### config.mk
export PLATFORM = sky130hd
export DESIGN_NAME = imem_loader_flat
export DESIGN_NICKNAME = d
export VERILOG_FILES = /design/src/rtl/imem_loader_pkg.sv /design/src/rtl/imem_loader_if.sv /design/src/rtl/imem_loader_csum.sv /design/src/rtl/imem_loader.sv /design/src/flat_wrapper.sv
export SDC_FILE = /design/constraint.sdc
export NUM_CORES = 1
export LEC_CHECK = 0
export ABC_AREA = 1
export BUFFER_PORTS_ARGS = -buffer_cell sky130_fd_sc_hd__clkbuf_2
export CAP_MARGIN = 40
export CORE_UTILIZATION = 50
export DETAILED_ROUTE_END_ITERATION = 12
export GPL_TIMING_DRIVEN = 0
export PLACE_DENSITY_LB_ADDON = 0.15
export SLEW_MARGIN = 20
export SYNTH_ARGS = -nofsm -noshare
export SYNTH_HDL_FRONTEND = slang
export SYNTH_SLANG_ARGS = --single-unit
### constraint.sdc
create_clock -name clk -period 1.9 [get_ports clk]
set_clock_uncertainty 0.05 [all_clocks]
set_input_delay 0.38 -clock clk [delete_from_list [all_inputs] [get_ports clk]]
set_output_delay 0.38 -clock clk [all_outputs]
set_load 0.02 [all_outputs]
### src/rtl/imem_loader_pkg.sv
// Shared definitions for the instruction memory loader:
// instruction field positions, memory geometry and loader states.
package imem_loader_pkg;

  localparam int IMEM_ADDR_W = 8;

  localparam int OPC_HI   = 15;
  localparam int OPC_LO   = 14;
  localparam int RS_HI    = 13;
  localparam int RS_LO    = 11;
  localparam int RT_HI    = 10;
  localparam int RT_LO    = 8;
  localparam int RD_HI    = 7;
  localparam int RD_LO    = 5;
  localparam int FUNCT_HI = 4;
  localparam int FUNCT_LO = 0;
  localparam int IMM_HI   = 7;
  localparam int IMM_LO   = 0;

  // Nine states, so the encoding needs four bits.
  typedef enum logic [3:0] {
    S_IDLE,
    S_LEN_HI,
    S_LEN_LO,
    S_DATA_HI,
    S_DATA_LO,
    S_WRITE,
    S_CHECK,
    S_DONE,
    S_ERR
  } ld_state_t;

  function automatic logic is_rx_state(ld_state_t s);
    return s inside {S_LEN_HI, S_LEN_LO,
                     S_DATA_HI, S_DATA_LO,
                     S_CHECK};
  endfunction

endpackage

### src/rtl/imem_loader_if.sv
// Byte stream in and instruction memory write port out.
// master = host/memory side, slave = loader.
interface imem_loader_if
  import imem_loader_pkg::*;
#(
  parameter int ADDR_W = IMEM_ADDR_W
);

  logic [7:0]        rx_data;
  logic              rx_valid;
  logic              rx_ready;
  logic              imem_we;
  logic [ADDR_W-1:0] imem_addr;
  logic [15:0]       imem_wdata;

  modport master (
    output rx_data,
    output rx_valid,
    input  rx_ready,
    input  imem_we,
    input  imem_addr,
    input  imem_wdata
  );

  modport slave (
    input  rx_data,
    input  rx_valid,
    output rx_ready,
    output imem_we,
    output imem_addr,
    output imem_wdata
  );

endinterface

### src/rtl/imem_loader_csum.sv
// Running XOR of accepted bytes with clear and enable.
// Clear wins over enable.
module imem_loader_csum
  import imem_loader_pkg::*;
(
  input  logic       clk,
  input  logic       reset,
  input  logic       clr,
  input  logic       en,
  input  logic [7:0] din,
  output logic [7:0] csum
);

  always_ff @(posedge clk) begin
    if (reset || clr) begin
      csum <= 8'h00;
    end else if (en) begin
      csum <= csum ^ din;
    end
  end

endmodule

### src/rtl/imem_loader.sv
// Loads a length-prefixed, XOR-checked word image into
// instruction memory while holding the CPU.
module imem_loader
  import imem_loader_pkg::*;
#(
  parameter int ADDR_W    = IMEM_ADDR_W,
  parameter int MAX_WORDS = 256
)(
  input  logic          clk,
  input  logic          reset,
  input  logic          start,
  imem_loader_if.slave  bus,
  output logic          cpu_hold,
  output logic          busy,
  output logic          done,
  output logic          err
);

  localparam logic [16:0] MAX_LEN = 17'(MAX_WORDS);

  ld_state_t         state;
  logic [15:0]       len;
  logic [15:0]       count;
  logic [ADDR_W-1:0] addr_q;
  logic [15:0]       wdata_q;
  logic              we_q;
  logic [7:0]        csum;
  logic              rx_ready;
  logic              xfer;
  logic [15:0]       len_in;
  logic              csum_clr;
  logic              csum_en;

  always_comb begin
    rx_ready = is_rx_state(state);
  end

  assign xfer     = bus.rx_valid & rx_ready;
  assign len_in   = {len[15:8], bus.rx_data};
  assign csum_clr = (state == S_IDLE) && start;
  // The check byte itself never folds into the sum.
  assign csum_en  = xfer && (state != S_CHECK);

  assign bus.rx_ready   = rx_ready;
  assign bus.imem_we    = we_q;
  assign bus.imem_addr  = addr_q;
  assign bus.imem_wdata = wdata_q;

  imem_loader_csum u_csum (
    .clk   (clk),
    .reset (reset),
    .clr   (csum_clr),
    .en    (csum_en),
    .din   (bus.rx_data),
    .csum  (csum)
  );

  always_ff @(posedge clk) begin
    if (reset) begin
      state    <= S_IDLE;
      len      <= '0;
      count    <= '0;
      addr_q   <= '0;
      wdata_q  <= '0;
      we_q     <= 1'b0;
      cpu_hold <= 1'b0;
      busy     <= 1'b0;
      done     <= 1'b0;
      err      <= 1'b0;
    end else begin
      we_q <= 1'b0;
      done <= 1'b0;
      unique case (state)
        S_IDLE: begin
          if (start) begin
            state    <= S_LEN_HI;
            err      <= 1'b0;
            addr_q   <= '0;
            count    <= '0;
            cpu_hold <= 1'b1;
            busy     <= 1'b1;
          end
        end
        S_LEN_HI: begin
          if (xfer) begin
            len[15:8] <= bus.rx_data;
            state     <= S_LEN_LO;
          end
        end
        S_LEN_LO: begin
          if (xfer) begin
            len[7:0] <= bus.rx_data;
            if (len_in == 16'h0000) begin
              state <= S_CHECK;
            end else if ({1'b0, len_in} > MAX_LEN) begin
              state <= S_ERR;
              err   <= 1'b1;
            end else begin
              state <= S_DATA_HI;
            end
          end
        end
        S_DATA_HI: begin
          if (xfer) begin
            wdata_q[15:8] <= bus.rx_data;
            state         <= S_DATA_LO;
          end
        end
        S_DATA_LO: begin
          if (xfer) begin
            wdata_q[7:0] <= bus.rx_data;
            addr_q       <= count[ADDR_W-1:0];
            we_q         <= 1'b1;
            state        <= S_WRITE;
          end
        end
        S_WRITE: begin
          count <= count + 16'd1;
          if (count + 16'd1 == len) begin
            state <= S_CHECK;
          end else begin
            state <= S_DATA_HI;
          end
        end
        S_CHECK: begin
          if (xfer) begin
            if (bus.rx_data == csum) begin
              state <= S_DONE;
              done  <= 1'b1;
            end else begin
              state <= S_ERR;
              err   <= 1'b1;
            end
          end
        end
        S_DONE, S_ERR: begin
          state    <= S_IDLE;
          cpu_hold <= 1'b0;
          busy     <= 1'b0;
        end
        default: begin
          state <= S_IDLE;
        end
      endcase
    end
  end

endmodule

### src/flat_wrapper.sv
// flat-port wrapper written by rule: the top's interface ports become plain ports
module imem_loader_flat import imem_loader_pkg::*;
#(
  parameter int ADDR_W    = IMEM_ADDR_W,
  parameter int MAX_WORDS = 256
)
  (clk, reset, start, cpu_hold, busy, done, err, bus_rx_data, bus_rx_valid, bus_rx_ready, bus_imem_we, bus_imem_addr, bus_imem_wdata);
  imem_loader_if #(.ADDR_W(ADDR_W)) bus_i ();
  input  logic clk;
  input  logic reset;
  input  logic start;
  output logic cpu_hold;
  output logic busy;
  output logic done;
  output logic err;
  input wire logic [$bits(bus_i.rx_data)-1:0] bus_rx_data;
  input wire logic [$bits(bus_i.rx_valid)-1:0] bus_rx_valid;
  output wire logic [$bits(bus_i.rx_ready)-1:0] bus_rx_ready;
  output wire logic [$bits(bus_i.imem_we)-1:0] bus_imem_we;
  output wire logic [$bits(bus_i.imem_addr)-1:0] bus_imem_addr;
  output wire logic [$bits(bus_i.imem_wdata)-1:0] bus_imem_wdata;
  assign bus_i.rx_data = bus_rx_data;
  assign bus_i.rx_valid = bus_rx_valid;
  assign bus_rx_ready = bus_i.rx_ready;
  assign bus_imem_we = bus_i.imem_we;
  assign bus_imem_addr = bus_i.imem_addr;
  assign bus_imem_wdata = bus_i.imem_wdata;
  imem_loader #(.ADDR_W(ADDR_W), .MAX_WORDS(MAX_WORDS)) u_core (.clk(clk), .reset(reset), .start(start), .bus(bus_i), .cpu_hold(cpu_hold), .busy(busy), .done(done), .err(err));
endmodule
==> summary.md <==
| Metric | Value |
|---|---|
| Status | finished with violations |
| Failing checks | setup timing |
| Vias in the first global route | 3484 |
| Via count | 3839 |
| Layout cells sized above 1 | 0.232 |
| Simple-gate area share of the yosys netlist | 0.350 |
| Worst slew pin tran | 592 ps |
| Async set-reset flop share out of synthesis | 0 |
| GRT Total Usage | 0.274 |
| Post-Place Cells | roughly 700 |
| Synth Area in XOR/XNOR | 0.0238 |
| Buf/Inv on CP | 4 |
| Die Area | roughly 0.0077 mm² |
| Crit-path cells | nor2_2 -> inv_1 -> o22ai_2 -> inv_2 -> nor2_4 -> buf_4 -> nand2_1 -> buf_4 -> o21ai_2 -> a21oi_1 |
| First-pass GRT wire length | about 16000 µm |
| Top layer in use | met4 |
| Nets | 629 |
| Final Slew Violations | 0 |
| # diodes | 0 |
| Crit-path max cell delay | around 350 ps |
| Setup ws final | -91.0 ps |
| Non-Filler Instances | 717 |
| Mapped Cells | about 550 |
| Peak VDD IR | between 0.6 and 0.7 mV |
| Worst EP arrival | 2190 ps |
| Placed cell areas | 0.00400 mm² |
| Maximum fanout along the worst path | 10 |
| Crit end category | flip-flop |
| Leakage Power | 1.95 nW |
| Slowest cell on crit path | dfxtp_1 |
| CORE AREA | 0.00694 mm² |
| Fillers | roughly 640 |
| Synth Area in Adders | 0.00340 |
| Max clock buf depth | 2 |
| Netlist cell types | 30 |
| Yosys warnings | 0 |
| Clk Latency, worst-skew pair | approximately 360 ps |
| Mux contribution to synthesized area | 0 |
| PwrDens | approximately 1000 mW/mm² |
| Relative slew slack | 0.606 |
| Final period util | 1.05 |
| Combinational family with the most area after synthesis | simple AND/OR/NAND/NOR gates |
| Unrepaired setup endpoints after global routing | yes |
| Area Overhead vs Synth | 23.7% |
| Die Width | 87.8 µm |
| Port buffer count | 40 |
| Metal-1 WL | 4480 µm |
| Die Span Y | 87.8 µm |
| Avg Cell Area, Syn | approximately 6.7 µm² |
| Routed length per instance | 14.2 µm |
| Synth Register Bits | 72 |
| Cell Area, Synth | about 0.0037 mm² |
| Post-synth EDFFs | 0 |
| Initial antenna violation count | 0 |
| Initial Util | 0.530 |
| Post-route setup TNS | -450 ps |
| Hold WS | 290 ps |
| Fmax | 502 MHz |
| Largest net degree at the start of global routing | 15 |
| Most common cell after layout, fill and taps aside | nand2_1 |
| Total clock sinks | 72 |
| HPWL Detailed | 7150 µm |
| Final hold vios | 0 |
| Worst Path Required | about 2100 ps |
| Io pins | 42 |
| Critical path launch point type | flip-flop |
| Dpl ws | -356 ps |
| WL met3 | about 580 µm |
| H-Tree Depth | 3 |
| # DRC | 0 |
| Max-cap violations | 0 |
| Cell Rows | 30 |
| Routed vias/inst | ~5.4 |
| Synth Area in Compound Gates | 0.149 |
| Gpl congestion | 0.895 |
| DR iter-0 viols | 234 |
| ANT nets after route | 0 |
| Commonest non-fill, non-tap cells in the layout | 127 x nand2_1, 61 x dfxtp_1, 60 x nand3_1 |
| Total global routing overflow | 0 |
| Final instance area | 0.00455 mm² |
| Final Critical Period | 1990 ps |
| CTS tree | yes |
| Synth Net Count | about 560 |
| Top delay family on crit path | buffers and inverters |
| Routed met2 length | 4910 µm |
| CTS root buf | clkbuf_8 |
| Total wire length | 10200 µm |
| Hold Crit Class | primary input to flip-flop |
| Multi-input combinational cell area | ~0.0021 mm² |
| Pre-antenna DRT Iters | 5 |
| Sequential-to-total area share from yosys stat | 0.392 |
| Clk slew on worst S/H paths | around 90 ps |
| Reg area | roughly 0.0015 mm² |
| Num CTS Buffers | 9 |
| Most frequent CP cell | buf_4 |
| Prevailing post-synth register cell | dfxtp_1 |
| Critical path type | flip-flop to flip-flop |
| Setup violators final | 19 |
==> synthesized netlist by cell type, types with 2 or more instances <==
master,count,area [µm²]
o21ai_0,36,180
nand4_1,8,50.1
nor2_2,5,31.3
nand3_1,64,320
nor2_1,53,199
buf_2,4,20.0
buf_4,2,15.0
dfxtp_1,72,1440
nor2_4,6,67.6
nand2_1,135,507
a21oi_1,60,300
xor2_1,9,78.8
inv_2,4,15.0
o21a_1,2,15.0
nor4_1,4,25.0
nand3b_1,2,15.0
clkbuf_1,8,30.0
nand2_2,6,37.5
o211ai_1,2,15.0
inv_1,57,214
==> metrics by stage <==
step	util	power, mW
after global placement	0.576	2.76
after detailed placement	0.576	2.77
after global routing	0.655	4.72
final	0.655	4.50
after floorplan	-	2.49
after CTS	0.625	4.32
==> repair_timing <==
| action | CTS | global route |
|---|---|---|
| endpoints found under the setup margin | 31 | 67 |
| resized for setup | 27 | 40 |
| hold buffers | 0 | 0 |
| pin swaps | 9 | 26 |
| setup buffers | 4 | 14 |
==> sequential cells by signal (all words and copies together) (netlist names), 4 cells and up <==
| name | flops |
|---|---|
| u_core.bus.imem_addr | 8 |
| u_core.count | 16 |
| u_core.u_csum.csum | 8 |
| u_core.state | 4 |
| u_core.len | 16 |
| u_core.bus.imem_wdata | 16 |
==> path summary, 6_finish.rpt <==
check                               start                 endpoint  slack [ps]  cells after the start
setup reg to reg          u_core.state[2]            u_core.len[4]         -90                     10
hold / removal               bus_rx_valid              u_core.done         290                      3
hold reg to reg   u_core.bus.imem_addr[5]  u_core.bus.imem_addr[5]         420                      2
setup / recovery          u_core.state[2]            u_core.len[4]         -90                     10
==> where the power goes <==
group / switching [mW] / total [mW] / internal [mW]
clock: 0.630 / 1.54 / 0.910
combinational: 0.827 / 1.25 / 0.421
sequential: 0.0921 / 1.72 / 1.62
==> cell type report <==
type                            instances  area share
Clock buffer                           11      0.0311
Tap cell                               96      0.0264
Inverter                               61      0.0514
Timing Repair Buffer                   58      0.0753
Clock inverter                          5      0.0228
Multi-Input combinational cell        401       0.455
Buffer                                 13      0.0168
Sequential cell                        72       0.321
==> metal layers <==
metal	vias to the layer above	GRT usage
met5	-	0
met1	1750	0.345
met4	0	0.127
met2	135	0.455
li1	1932	-
met3	22	0.0471
==> cells by family after synthesis <==
group,count (synthesis)
buffers and inverters,76
and+or+nand+nor,286
AOI/OAI and AO/OA,104
adders and majority gates,1
xor gates and xnor gates,10
DFF,72
==> tightest hold or removal path, stage by stage <==
cell      delay [ps]
clkbuf_2          90
inv_1            110
nor3_1            70
(Power assumes the default switching activity.)
